--- config.mk ---
export PLATFORM = sky130hd
export DESIGN_NAME = sar_search_ctrl
export DESIGN_NICKNAME = d
export VERILOG_FILES = /design/src/rtl/sar_search_ctrl_pkg.sv /design/src/rtl/sar_search_ctrl.sv
export SDC_FILE = /design/constraint.sdc
export NUM_CORES = 1
export LEC_CHECK = 0
export BUFFER_PORTS_ARGS = -buffer_cell sky130_fd_sc_hd__buf_2
export CAP_MARGIN = 20
export CORE_MARGIN = 10
export CORE_UTILIZATION = 61
export CTS_CLUSTER_SIZE = 14
export DETAILED_ROUTE_END_ITERATION = 16
export GPL_TIMING_DRIVEN = 0
export PLACE_DENSITY = 0.84
export SKIP_LAST_GASP = 1
export SLEW_MARGIN = 20
export SYNTH_ARGS = -nofsm -noshare
export SYNTH_HDL_FRONTEND = slang
export SYNTH_SLANG_ARGS = --single-unit
--- constraint.sdc ---
create_clock -name clk -period 4.8 [get_ports clk]
set_input_delay 0.24 -clock clk [delete_from_list [all_inputs] [get_ports clk]]
set_output_delay 0.24 -clock clk [all_outputs]
set_load 0.005 [all_outputs]
--- src/rtl/sar_search_ctrl_pkg.sv ---
// rtl/sar_search_ctrl_pkg.sv - shared verdict codes, FSM states and sizing helper for the SAR search controller
package sar_search_ctrl_pkg;

  localparam logic signed [1:0] CMP_GE = 2'sb01;
  localparam logic signed [1:0] CMP_LT = 2'sb11;

  typedef enum logic [1:0] {
    IDLE   = 2'd0,
    TRIAL  = 2'd1,
    WAIT   = 2'd2,
    FINISH = 2'd3
  } state_t;

  // Wait counter must hold values up to CMP_LAT, and never collapse to zero bits.
  function automatic int cnt_width(input int lat);
    return (lat < 1) ? 1 : $clog2(lat + 1);
  endfunction

endpackage

--- src/rtl/sar_search_ctrl.sv ---
// rtl/sar_search_ctrl.sv - MSB-first successive-approximation search driving a magnitude comparator
module sar_search_ctrl
  import sar_search_ctrl_pkg::*;
#(
  parameter int WIDTH   = 16,
  parameter int CMP_LAT = 0
) (
  input  logic                    clk,
  input  logic                    rst_n,
  input  logic                    start,
  input  logic signed [1:0]       cmp_res,
  output logic        [WIDTH-1:0] probe,
  output logic                    busy,
  output logic                    done,
  output logic        [WIDTH-1:0] result,
  output logic                    err
);

  localparam int              CW       = cnt_width(CMP_LAT);
  localparam int              IW       = (WIDTH > 1) ? $clog2(WIDTH) : 1;
  localparam logic [CW-1:0]   LAST_CNT = CW'((CMP_LAT > 0) ? CMP_LAT - 1 : 0);
  localparam logic [IW-1:0]   TOP_IDX  = IW'(WIDTH - 1);

  state_t           r_state;
  state_t           w_next;
  logic [WIDTH-1:0] r_acc;
  logic [WIDTH-1:0] r_result;
  logic [IW-1:0]    r_idx;
  logic [CW-1:0]    r_cnt;
  logic             r_err;
  logic [WIDTH-1:0] w_bit;
  logic             w_sample;
  logic             w_keep;
  logic             w_legal;

  assign w_bit   = {{(WIDTH-1){1'b0}}, 1'b1} << r_idx;
  assign w_keep  = (cmp_res == CMP_GE);
  assign w_legal = w_keep || (cmp_res == CMP_LT);

  // The verdict is taken on the edge ending the CMP_LAT+1'th cycle of a stable probe.
  always_comb begin
    w_sample = 1'b0;
    case (r_state)
      TRIAL:   w_sample = (CMP_LAT == 0);
      WAIT:    w_sample = (r_cnt == LAST_CNT);
      default: w_sample = 1'b0;
    endcase
  end

  always_ff @(posedge clk or negedge rst_n) begin
    if (!rst_n) r_state <= IDLE;
    else        r_state <= w_next;
  end

  always_comb begin
    w_next = r_state;
    case (r_state)
      IDLE:        if (start) w_next = TRIAL;
      TRIAL, WAIT: begin
        if (w_sample) w_next = (!w_legal || r_idx == '0) ? FINISH : TRIAL;
        else          w_next = WAIT;
      end
      FINISH:      w_next = IDLE;
      default:     w_next = IDLE;
    endcase
  end

  always_ff @(posedge clk or negedge rst_n) begin
    if (!rst_n) begin
      r_acc    <= '0;
      r_result <= '0;
      r_idx    <= '0;
      r_cnt    <= '0;
      r_err    <= 1'b0;
    end else begin
      case (r_state)
        IDLE: begin
          if (start) begin
            r_acc <= '0;
            r_idx <= TOP_IDX;
            r_cnt <= '0;
            r_err <= 1'b0;
          end
        end
        TRIAL, WAIT: begin
          r_cnt <= (r_state == TRIAL) ? '0 : r_cnt + 1'b1;
          if (w_sample) begin
            if (!w_legal) begin
              r_err    <= 1'b1;
              r_result <= r_acc;
            end else begin
              r_acc[r_idx] <= w_keep;
              if (r_idx == '0) r_result <= w_keep ? (r_acc | w_bit) : (r_acc & ~w_bit);
              else             r_idx    <= r_idx - 1'b1;
            end
          end
        end
        default: ;
      endcase
    end
  end

  always_comb begin
    probe = '0;
    busy  = 1'b0;
    done  = 1'b0;
    case (r_state)
      TRIAL, WAIT: begin
        probe = r_acc | w_bit;
        busy  = 1'b1;
      end
      FINISH:  done = 1'b1;
      default: ;
    endcase
  end

  assign result = r_result;
  assign err    = r_err;

endmodule
After elaboration in Yosys (flattened, before gate mapping)
Index checks and enable logic that the tools add are counted.
{"block": "op_classes", "eq_ne": 11, "n_lt_le_gt_ge": 2, "addsub": 2, "bitwise": 4, "n_shift": 1, "muxes": 29, "n_reduce_logical": 13}
{"cell": "2-to-1 mux 16 bit", "count": 7}
{"cell": "case mux 16 bit (2 select lines)", "count": 1}
{"cell": "bitwise AND 16 bit", "count": 1}
{"cell": "bitwise mux 16 bit", "count": 1}
{"cell": "2-to-1 mux 4 bit", "count": 4}
{"cell": "NOT 16 bit", "count": 1}
{"cell": "bitwise OR 16 bit", "count": 1}
{"cell": "left shift 1 x 4 -> 16 bit (first input constant)", "count": 1}
{"cell": "!= test 2 bit (second input constant)", "count": 5}
{"cell": "case mux 4 bit (2 select lines)", "count": 1}
{"cell": "AND reduction 4 bit", "count": 2}
{"cell": "2-to-1 mux 1 bit", "count": 7}
{"cell": "== test 2 bit (second input constant)", "count": 3}
{"cell": "2-to-1 mux 2 bit", "count": 3}
{"cell": "case mux 1 bit (2 select lines)", "count": 3}
{"cell": "case mux 2 bit (3 select lines)", "count": 1}
{"cell": "less-than comparator 4 x 5 -> 1 bit (second input constant)", "count": 1}
{"cell": "AND reduction 5 bit", "count": 1}
{"cell": "demux 1 bit (select 4 bit)", "count": 1}
{"cell": "== test 2 x 1 -> 1 bit (second input constant)", "count": 2}
{"cell": "greater-or-equal comparator 4 x 1 -> 1 bit (second input constant)", "count": 1}
{"cell": "zero test 4 bit", "count": 1}
{"cell": "subtractor 4 x 1 -> 4 bit (second input constant)", "count": 1}
{"cell": "AND reduction 3 bit", "count": 1}
{"cell": "other kinds (10)", "count": 11}
{"block": "totals", "out_inout_bits": 35, "regBits": 40, "input_bits": 5}

Logic depth before layout (Yosys ltp)
Gate-level depths: netlist of run 1.
{"block": "depth", "word_depth": 8, "ltp_mapped": 8, "ltp_nobuf": 6}

Worst setup path before layout of run 1
No wires, ideal clock.
{"block": "synth_path", "path_kind": "reg-to-reg", "startpoint": "register r_state[0]", "endpoint": "register r_acc[0]", "path_slack_ps": 2982, "path_buffers": 2, "stages_incl_launch_ff": 9, "arrival_ps": 1696, "cell_sequence": "dfrtp_1 > inv_1 > ha_1 > buf_4 > mux2i_1 > a211oi_4 > buf_6 > nand2_1 > a32o_1"}
{"block": "synth_between", "elab_chain_cells": 4, "elab_cells_between_ends": 11, "classes_between": "5 x eq/ne; 2 x mux; 4 x reduce/logical"}
{"element": "from (decl)", "line_no": "sar_search_ctrl.sv:24", "text": "state_t r_state;"}
{"element": "from (signal assigned)", "line_no": "sar_search_ctrl.sv:52", "text": "else r_state <= w_next;"}
{"element": "== test 2 bit / == test 2 x 1 -> 1 bit (equally long branches)", "line_no": "sar_search_ctrl.sv:43, sar_search_ctrl.sv:76"}
{"element": "case mux 1 bit (2 select lines) / OR reduction 2 bit (equally long branches)", "line_no": "sar_search_ctrl.sv:43, sar_search_ctrl.sv:76"}
{"element": "!= test 2 bit (no source line) / nonzero test 2 bit (equally long branches)"}
{"element": "AND reduction 4 bit (no source line)"}
{"element": "to (signal, indexed assignment)", "line_no": "sar_search_ctrl.sv:92", "text": "r_acc[r_idx] <= w_keep;"}
{"element": "to (decl)", "line_no": "sar_search_ctrl.sv:26", "text": "logic [WIDTH-1:0] r_acc;"}
Parallel ways exist; a longest one is shown, timed or not.
A chain may end at the register's enable or synchronous reset.

Worst setup path after layout of run 1
{"block": "layout_path", "startpoint": "register r_state[0]", "endpoint": "output probe[4]"}
{"block": "layout_between", "elab_chain_cells": 3, "elab_cells_between_ends": 4, "classes_between": "2 x eq/ne; 1 x mux; 1 x reduce/logical"}
{"element": "== test 2 x 1 -> 1 bit / == test 2 bit (equally long branches)", "line_no": "sar_search_ctrl.sv:107", "text": "case (r_state)"}
{"element": "OR reduction 2 bit (*)", "line_no": "sar_search_ctrl.sv:107"}
{"element": "2-to-1 mux 16 bit (*)", "line_no": "sar_search_ctrl.sv:107"}
{"element": "to (decl)", "line_no": "sar_search_ctrl.sv:12", "text": "output logic [WIDTH-1:0] probe,"}
Mark *: on every way between the ends. The rest lies on a longest branch, timed or not.

==> results of run 1 <==
logic make-up (layout without fill, tap and decap cells):
family / after synthesis / in the layout
buffers and inverters: 30 / 76
AOI/OAI and AO/OA: 75 / 75
adders and majority gates: 9 / 9
DFF: 40 / 40
muxes: 16 / 16
and+or+nand+nor: 99 / 99
final cells by class:
cell class | count | area (um^2) | share of cell area, %
flip-flops and latches | 40 | 1001 | 35.60
clock inverters | 1 | 30.03 | 1.068
plain buffers | 17 | 90.09 | 3.204
inverters | 13 | 48.80 | 1.736
clock buffers | 7 | 96.34 | 3.427
multi-input cells | 199 | 1295 | 46.06
well taps | 48 | 60.06 | 2.136
repair buffers | 38 | 190.2 | 6.765
stage by stage:
stage	utilization (%)	cell area (um^2)	worst slack, ns
3_3_place_gp	71.20	2685	2.608
4_1_cts	74.55	2811	2.224
6_report	74.55	2811	2.191
3_5_place_dp	71.20	2685	2.554
5_1_grt	74.55	2811	2.070
2_1_floorplan	-	2435	2.982
registers in the layout (all words and copies together), names as in the netlist:
register,cells
r_idx,4
r_state,2
r_cnt,1
r_acc,16
result,16
err,1
worst min-delay path by stage:
stage	from	endpoint	slack (ns)	cells after the start
3_3_place_gp	rst_n	result[15]	0.41	1
4_1_cts	rst_n	r_idx[1]	0.08	1
2_1_floorplan	rst_n	err	-0.06	0
6_report	rst_n	result[15]	0.05	1
3_5_place_dp	rst_n	result[15]	0.40	1
5_1_grt	rst_n	r_idx[1]	0.12	1
layer usage:
layer	vias to the layer above	share of wire, %
met4	0	0.87
met1	1008	46
met2	97	44
met5	-	0
met3	5	9.3
li1	1042	-
placed cells by master, fill, tap and decap left out, drive strengths merged, types with 5 or more instances in the layout:
cell / count
clkbuf: 15
a21oi: 7
a32o: 13
nand2b: 5
mux2i: 15
dfrtp: 40
o21ai: 22
buf: 47
nor2b: 8
nand2: 41
nor2: 30
inv: 13
o21a: 13
ha: 9
where the power goes:
group / internal, mW / switching [mW] / leakage (nW) / total [mW]
clock: 0.183 / 0.121 / 0.0645 / 0.304
combinational: 0.334 / 0.510 / 0.682 / 0.844
sequential: 0.435 / 0.0860 / 0.529 / 0.521
total: 0.953 / 0.716 / 1.28 / 1.67
==> impl_metrics.py, run 1 <==
metrics = {
    "power_and_ir_drop": {
        "vdd.ir_drop.worst_v": 0.0005167,
        "power.leakage_nw": 1.276,
        "power_density_mw_per_mm2": 593.8,
        "total_power_mw": 1.669,
    },
    "floorplanning": {
        "start_util_pct": 64.57,
        "die_area_mm2": 0.006919,
        "die_x_um": 83.18,
        "fp.dieH_um": 83.18,
        "core_area_mm2": 0.003771,
        "pin_count": 40,
        "rows": 22,
    },
    "logic_synthesis": {
        "yosysWarnings": 0,
        "synth_commonest_cells": "nand2_1, dfrtp_1, nor2_1",
        "synth_area_leader_cell": "dfrtp_1",
        "synth_mux_area_share_pct": 6.629,
        "synthAdderAreaFrac_pct": 4.625,
        "synth_xor_area_share_pct": 0,
        "synth_top_area_share_pct": 41.11,
        "synth_area_leaders": "dfrtp_1, nand2_1, mux2i_1",
        "synth.avg_cell_area_um2": 9.051,
        "synth.distinct_cells": 46,
        "synth_fp_nets": 283,
        "async_flop_share_pct": 100.0,
        "ys.flop_type": "dfrtp_1",
        "synth_compound_area_share_pct": 22.46,
        "synth_area_mm2": 0.002435,
        "synth-edff-count": 0,
        "syn_inst": 269,
        "ys_ff_latch": 40,
        "yosysMostFrequentCell": "nand2_1",
        "synth_top_family_by_area": "compound AO/OA/AOI/OAI gates",
        "synth.yosys.seq_area_share_pct": 41.11,
        "synth-simple-area-share_pct": 19.48,
    },
    "clock_network": {
        "cts_tree": "done",
        "cts_root_buf": "clkbuf_8",
        "h-tree-depth": 2,
        "hold_buffers": 0,
        "cts.path.max_buffers": 2,
        "cts_made_buffers": 5,
        "cts_setup_buffers": 0,
        "clkLatencyLatePin_ns": 0.30,
        "ctsResizeCount": 0,
        "numClockSinks": 40,
        "clk_pin_slew_ns": 0.08,
    },
    "final_layout": {
        "layout.nets": 328,
        "n_antenna_cell": 0,
        "nFillCells": 284,
        "synthToLayoutAreaGrowth_pct": 15.47,
        "drive_above_1_share_pct": 18.73,
        "final_cells": 363,
    },
    "setup_path": {
        "required_ns": 4.56,
        "r2r_end": "result[6]",
        "crit_cells": 6,
        "crit_start": "r_state[0]",
        "rr_startpoint": "r_idx[0]",
        "cpPeakStageDelay_ns": 0.45,
        "rrSetupSlack_ns": 2.54,
        "start_kind": "flop",
        "end_kind": "primary output",
        "slowest_stage": "clkbuf_1",
        "crit_arrival_ns": 2.37,
        "cp_max_fo": 10,
        "crit_buf_inv": 4,
        "crit_path_end": "probe[4]",
        "worstSetupPathType": "reg -> out",
        "path_common_cell": "clkbuf_1",
        "r2r_cells": 7,
        "cpLargestDelayFamily": "buffers and inverters",
        "cp_cell_sequence": "inv_1 > ha_1 > clkbuf_1 > clkbuf_1 > nor2b_1 > buf_2",
    },
    "timing": {
        "rsz0062_at_grt": "no",
        "maxSlewViolCount": 0,
        "finalSetupTns_ns": 0,
        "min_period_over_period_pct": 54.35,
        "worst_pin_slew_ns": 0.8690,
        "final.min_clock_period_ns": 2.609,
        "setup_viol": 0,
        "relSlewSlack_pct": 42.07,
        "hold_ws_ns": 0.05144,
        "finalClockSkew_ns": 0.003528,
        "hold_viol": 0,
        "max_freq_mhz": 383.3,
    },
    "place": {
        "dp_cells": 355,
        "hpwl_um": 4401,
        "place_congestion": 0.8901,
        "portBuffers": 38,
    },
    "routing": {
        "drtIter0Drc": 198,
        "drtAntennaViolNets": 0,
        "routed_wl_um": 6113,
        "route.detailed.drc": 0,
        "viasPerCell": 5.928,
        "num_vias": 2152,
        "drt_pre_antenna_iters": 4,
        "wl_per_cell_um": 16.84,
    },
    "global_routing": {
        "grt_util_met1_pct": 23.30,
        "use_met2_pct": 26.12,
        "globalRouteTotalUtil_pct": 17.39,
        "grtUsageMet3_pct": 5.469,
        "top_usage_layer": "met2",
        "grt.overflow.total": 0,
        "grt_pass1_vias": 2073,
        "antenna_found_initial": 0,
        "grt_max_degree": 41,
        "grt_pass1_wl_um": 10210,
    },
    "worst_hold_path": {
        "hp-class": "in -> async",
    },
    "flow_run": {
        "drv_cap": 0,
    },
    "outcome": {
        "status": "finished clean",
    },
}
Note: power is estimated with default switching activity, not from simulation.
==> run 2, diff against run 1 <==
ABC_AREA = 1   (was not set)
CORE_UTILIZATION = 57   (was 61)
PLACE_DENSITY = 0.79   (was 0.84)
clock period = 2.5 ns   (was 4.8 ns; I/O delays follow)
==> run 2 against run 1 <==
Total power grew to 2.6 times the previous value. First-iteration DRC count grew 43%. Design area grew 7.8%. Register-to-register slack lost 1.9 ns. The flow now finishes with violations (negative hold slack). Wire length grew 15%. Worst setup slack lost 1.9 ns. Utilization shrank 6.8 points. Sequential share of layout area shrank 2.6 points. Synthesized area grew 11%.
==> impl_metrics.py, run 2 <==
metrics = {
    "logic_synthesis": {
        "synth_top_area_share_pct": 37.04,
        "synth_fp_nets": 401,
        "synth_area_leaders": "dfrtp_1, nand2_1, nand4_1",
        "async_flop_share_pct": 100.0,
        "synth-edff-count": 0,
        "synth_area_mm2": 0.002703,
        "ys.flop_type": "dfrtp_1",
        "ys_ff_latch": 40,
        "synth_area_leader_cell": "dfrtp_1",
        "yosysMostFrequentCell": "nand2_1",
        "synth.avg_cell_area_um2": 6.983,
        "yosysWarnings": 0,
        "synth_commonest_cells": "nand2_1, dfrtp_1, nor2_1",
        "synth.yosys.seq_area_share_pct": 37.04,
        "syn_inst": 387,
        "synth.distinct_cells": 25,
    },
    "place": {
        "hpwl_um": 5056,
        "portBuffers": 39,
        "place_ws_ns": 0.6092,
        "place_congestion": 0.8706,
        "dp_cells": 478,
        "dpl_cell_area_mm2": 0.002963,
    },
    "outcome": {
        "failed_checks": "negative hold slack",
        "status": "complete, but fails checks",
    },
    "power_and_ir_drop": {
        "p_sw_share_pct": 53.24,
        "total_power_mw": 4.302,
        "vdd.ir_drop.worst_v": 0.0009990,
        "power_density_mw_per_mm2": 1419,
        "power.leakage_nw": 1.859,
        "combinationalPowerShare_pct": 67.9,
        "p_switching_mw": 2.290,
        "pwr-share-clk_pct": 9.2,
        "p_seq_share_pct": 22.9,
        "internal_power_mw": 2.012,
    },
    "worst_hold_path": {
        "hp-class": "in -> async",
    },
    "final_layout": {
        "synthToLayoutAreaGrowth_pct": 12.18,
        "fin_area_mm2": 0.003032,
        "final_cells": 483,
        "n_antenna_cell": 0,
        "nFillCells": 402,
        "drive_above_1_share_pct": 17.40,
        "layout_common_cells": "nand2_1, buf_2, dfrtp_1, nor2_1, inv_1",
        "layout_commonest_cell": "nand2_1",
        "layout.nets": 447,
        "postLayoutCoreUtil_pct": 67.76,
    },
    "timing": {
        "finalSetupTns_ns": 0,
        "min_period_over_period_pct": 88.73,
        "setup_viol": 0,
        "fin_ws_ns": 0.2818,
        "relSlewSlack_pct": 38.59,
        "max_freq_mhz": 450.8,
        "hold_viol": 40,
        "maxSlewViolCount": 0,
        "finalClockSkew_ns": 0.005007,
        "rsz0062_at_grt": "no",
        "worst_pin_slew_ns": 0.9212,
        "hold_ws_ns": -0.03796,
        "final.min_clock_period_ns": 2.218,
    },
    "clock_network": {
        "ctsResizeCount": 0,
        "hold_buffers": 0,
        "cts.path.max_buffers": 2,
        "clkLatencyLatePin_ns": 0.30,
        "h-tree-depth": 2,
        "cts_made_buffers": 5,
        "numClockSinks": 40,
        "cts_root_buf": "clkbuf_8",
        "clk_pin_slew_ns": 0.07,
        "cts_setup_buffers": 0,
        "cts_tree": "done",
    },
    "routing": {
        "viasPerCell": 5.381,
        "wl_per_cell_um": 14.57,
        "routed_wl_um": 7038,
        "drtAntennaViolNets": 0,
        "route.detailed.drc": 0,
        "drt_pre_antenna_iters": 5,
        "num_vias": 2599,
        "drtIter0Drc": 284,
    },
    "setup_path": {
        "worstSetupPathType": "reg -> out",
        "start_kind": "flop",
        "crit_arrival_ns": 2.09,
        "end_kind": "primary output",
        "r2r_cells": 8,
        "cp_max_fo": 10,
        "required_ns": 2.38,
    },
    "floorplanning": {
        "rows": 24,
        "die_x_um": 88.86,
        "start_util_pct": 60.40,
        "die_area_mm2": 0.007895,
        "fp.dieH_um": 88.86,
        "pin_count": 40,
        "core_area_mm2": 0.004474,
    },
    "global_routing": {
        "grt_pass1_vias": 2569,
        "globalRouteTotalUtil_pct": 19.03,
        "antenna_found_initial": 0,
        "grt_pass1_wl_um": 11990,
        "grt_max_degree": 41,
        "grt.overflow.total": 0,
    },
    "flow_run": {
        "drv_cap": 0,
    },
}
## run 2: cell count changes in the layout (fill, tap and decap cells not counted), moves of 5 or more
cell and delta:
nand4_1 +22, nor2_1 +8, a32o_1 -13, nand2_1 +113, nor2b_1 -8, o21a_1 -9, clkbuf_1 -6, buf_6 +5
inv_1 +18, o21ai_1 -15, o21ai_0 +13, mux2i_1 -15, nand3_1 +26, nand2b_1 -5
## run 2: cell families (layout without fill, tap and decap cells)
family	after synthesis	after routing	synth area share [%]
compound gates	32	32	6.760
fa+ha+maj	9	9	4.167
buf+inv	55	99	10.46
xor+xnor	1	1	0.3241
simple gates	250	250	41.25
flops	40	40	37.04
## run 2: path summary, 6_finish.rpt
| path | startpoint | end | slack, ns |
|---|---|---|---|
| setup / recovery | r_state[0] | probe[0] | 0.28 |
| hold / removal | rst_n | result[9] | -0.04 |
| setup reg to reg | r_state[0] | r_state[0] | 0.64 |
| hold reg to reg | result[13] | result[13] | 0.47 |
| max in group asynchronous | rst_n | r_state[0] | 1.97 |
| min in group clk | cmp_res[1] | r_acc[0] | 0.19 |
## run 2: cell type report
type / instances / area, um^2 / area share [%]
clock buffers: 5 / 68.82 / 2.270
repair buffers: 39 / 195.2 / 6.438
plain buffers: 20 / 148.9 / 4.911
well taps: 52 / 65.06 / 2.146
inverters: 35 / 133.9 / 4.416
multi-input cells: 292 / 1419 / 46.80
flip-flops and latches: 40 / 1001 / 33.02
## run 2: per-layer routing
| metal | share of wire [%] | track usage, % | wire, um |
|---|---|---|---|
| met1 | 43 | 24.67 | 3054 |
| met2 | 46 | 31.25 | 3223 |
| met3 | 9.3 | 4.136 | 653 |
| met4 | 1.5 | 4.993 | 106 |
| met5 | 0 | 0 | 0 |
## run 2: worst max-delay path, cell delays in order, from the launching register on
cell and delay [ns]:
dfrtp_1 0.38, inv_1 0.09, ha_1 0.31, buf_4 0.17, inv_2 0.08, clkbuf_1 0.44
o21ai_0 0.17, buf_2 0.15
## run 2: power by group through the flow
stage | clock, mW | sequential (mW) | combinational (mW)
floorplan | 0 | 0.988 | 2.09
global placement | 0 | 0.987 | 2.84
detailed placement | 0 | 0.995 | 2.88
CTS | 0.399 | 0.982 | 2.89
global route | 0.418 | 1.01 | 3.26
finish | 0.395 | 0.984 | 2.92
==> run 3, diff against run 2 <==
REMOVE_ABC_BUFFERS = 1   (was not set)
SLEW_MARGIN = not set   (was 20)
==> run 3 against run 2 <==
The run now ends clean. Critical path depth increased by 1. Largest cell class unchanged. Register-to-register slack got worse by 0.37 ns. Fmax decreased by 0.34%. Clock power increased by 9.1%. Worst hold slack improved by 0.21 ns. Non-clock buffer count decreased by 14. Sequential cell count unchanged. Combinational power decreased by 1%. Die area unchanged. Critical path type is now reg -> reg. Clock skew increased by 0.0032 ns. Worst setup slack got worse by 0.0075 ns. Critical endpoint is now r_acc[6]. Highest routed layer unchanged. Design area decreased by 1.2%.
==> impl_metrics.py, run 3 (synthesized netlist as in run 2, its figures left out) <==
metrics = {
    "clock_network": {
        "cts_made_buffers": 5,
        "cts.path.max_buffers": 2,
        "cts_root_buf": "clkbuf_8",
        "h-tree-depth": 2,
        "clk_pin_slew_ns": 0.08,
        "clkLatencyLatePin_ns": 0.31,
        "cts_tree": "done",
        "numClockSinks": 40,
    },
    "worst_hold_path": {
        "hold_path_depth": 4,
        "min_from": "cmp_res[1]",
        "hp-class": "in -> reg",
        "hold_path_end": "r_acc[0]",
    },
    "routing": {
        "drtIter0Drc": 293,
        "drt_pre_antenna_iters": 5,
        "route.detailed.drc": 0,
        "drtAntennaViolNets": 0,
        "wl_per_cell_um": 15.17,
        "routed_wl_um": 7159,
        "num_vias": 2688,
        "viasPerCell": 5.695,
    },
    "outcome": {
        "status": "finished clean",
    },
    "floorplanning": {
        "core_area_mm2": 0.004474,
        "fp.dieH_um": 88.86,
        "start_util_pct": 60.40,
        "die_area_mm2": 0.007895,
        "die_x_um": 88.86,
        "rows": 24,
        "pin_count": 40,
    },
    "final_layout": {
        "layout.nets": 434,
        "nFillCells": 394,
        "fin_area_mm2": 0.002995,
        "layout_common_cells": "nand2_1, dfrtp_1, buf_2, nor2_1, inv_1",
        "layout_commonest_cell": "nand2_1",
        "n_antenna_cell": 0,
        "ff_latch_area_mm2": 0.001001,
        "drive_above_1_share_pct": 15.48,
        "final_cells": 472,
        "synthToLayoutAreaGrowth_pct": 10.83,
        "multi_input_area_mm2": 0.001440,
    },
    "global_routing": {
        "globalRouteTotalUtil_pct": 19.38,
        "grt.overflow.total": 0,
        "grt_max_degree": 41,
        "grt_pass1_wl_um": 12140,
        "top_usage_layer": "met2",
        "use_met2_pct": 30.98,
        "antenna_found_initial": 0,
        "grt_pass1_vias": 2589,
        "grtUsageMet3_pct": 4.596,
        "grt_util_met1_pct": 23.43,
    },
    "setup_path": {
        "end_kind": "flop",
        "rr_startpoint": "r_state[1]",
        "r2r_cells": 8,
        "crit_arrival_ns": 2.42,
        "r2r_end": "r_acc[6]",
        "cp_max_fo": 31,
        "rrSetupSlack_ns": 0.27,
        "required_ns": 2.70,
        "start_kind": "flop",
        "worstSetupPathType": "reg -> reg",
    },
    "place": {
        "hpwl_um": 4513,
        "portBuffers": 39,
        "place_ws_ns": -0.4438,
        "dpl_cell_area_mm2": 0.002841,
        "place_congestion": 0.8376,
        "dp_cells": 459,
    },
    "power_and_ir_drop": {
        "internal_power_mw": 2.025,
        "vdd.ir_drop.worst_v": 0.001202,
        "p_switching_mw": 2.333,
        "power_density_mw_per_mm2": 1455,
        "p_sw_share_pct": 53.54,
        "pwr-share-clk_pct": 9.9,
        "p_seq_share_pct": 24.0,
        "power.leakage_nw": 1.819,
        "combinationalPowerShare_pct": 66.1,
    },
    "timing": {
        "finalClockSkew_ns": 0.008191,
        "fin_ws_ns": 0.2743,
        "maxSlewViolCount": 0,
        "rsz0062_at_grt": "no",
        "max_freq_mhz": 449.3,
        "relSlewSlack_pct": 38.51,
        "worst_pin_slew_ns": 0.9223,
        "hold_ws_ns": 0.1736,
        "setup_viol": 0,
        "hold_viol": 0,
        "final.min_clock_period_ns": 2.226,
        "min_period_over_period_pct": 89.03,
    },
    "flow_run": {
        "drv_cap": 0,
    },
}
run 3: final cells by class:
cell class	count	area share (%)
Inverter	35	4.553
Multi-Input combinational cell	293	48.08
Clock buffer	6	2.423
Sequential cell	40	33.42
Tap cell	52	2.172
Timing Repair Buffer	45	9.190
Clock inverter	1	0.1671
run 3: timing repair:
item / in CTS / in global routing
gates cloned: 1 / 0
hold endpoints to repair: 40 / 0
gates resized for setup: 1 / 3
setup buffers: 4 / 0
setup endpoints to repair: 24 / 22
pin swaps: 1 / 0
hold buffers: 1 / 0
run 3: stage by stage:
step | util (%) | total power [mW] | TNS [ns]
floorplan | - | 2.754 | -1.073
global placement | 62.89 | 3.439 | -20.98
detailed placement | 63.51 | 3.617 | -7.720
CTS | 66.67 | 4.259 | 0
global route | 66.95 | 4.741 | 0
finish | 66.95 | 4.358 | 0
run 3: worst max-delay path by stage:
stage / start / to
after floorplan: r_state[1] / r_idx[3]
after global placement: r_state[1] / r_acc[5]
after detailed placement: r_state[1] / r_acc[15]
after CTS: r_state[1] / r_acc[15]
after global routing: r_state[1] / r_idx[2]
final: r_state[1] / r_acc[6]
run 3: worst max-delay path, stage by stage (launching register included):
cell and delay [ns]:
dfrtp_1 0.41, inv_1 0.10, ha_4 0.43, buf_16 0.19, inv_4 0.15, o21ai_2 0.51
nand4_1 0.17, nand2_1 0.09, nand2_1 0.06
run 3: metal layers:
| metal | part of all wire, % | vias up | wire length (um) |
|---|---|---|---|
| met5 | 0 | - | 0 |
| met4 | 2.2 | 0 | 154 |
| met3 | 8.3 | 18 | 597 |
| met2 | 47 | 117 | 3359 |
| met1 | 43 | 1246 | 3048 |
| li1 | - | 1307 | - |
run 3: power by group through the flow:
stage | Sequential [mW] | Combinational, mW | Clock [mW]
6_report | 1.05 | 2.88 | 0.431
3_5_place_dp | 1.05 | 2.57 | 0
2_1_floorplan | 1.03 | 1.72 | 0
4_1_cts | 1.04 | 2.78 | 0.435
3_3_place_gp | 1.05 | 2.39 | 0
5_1_grt | 1.08 | 3.19 | 0.465
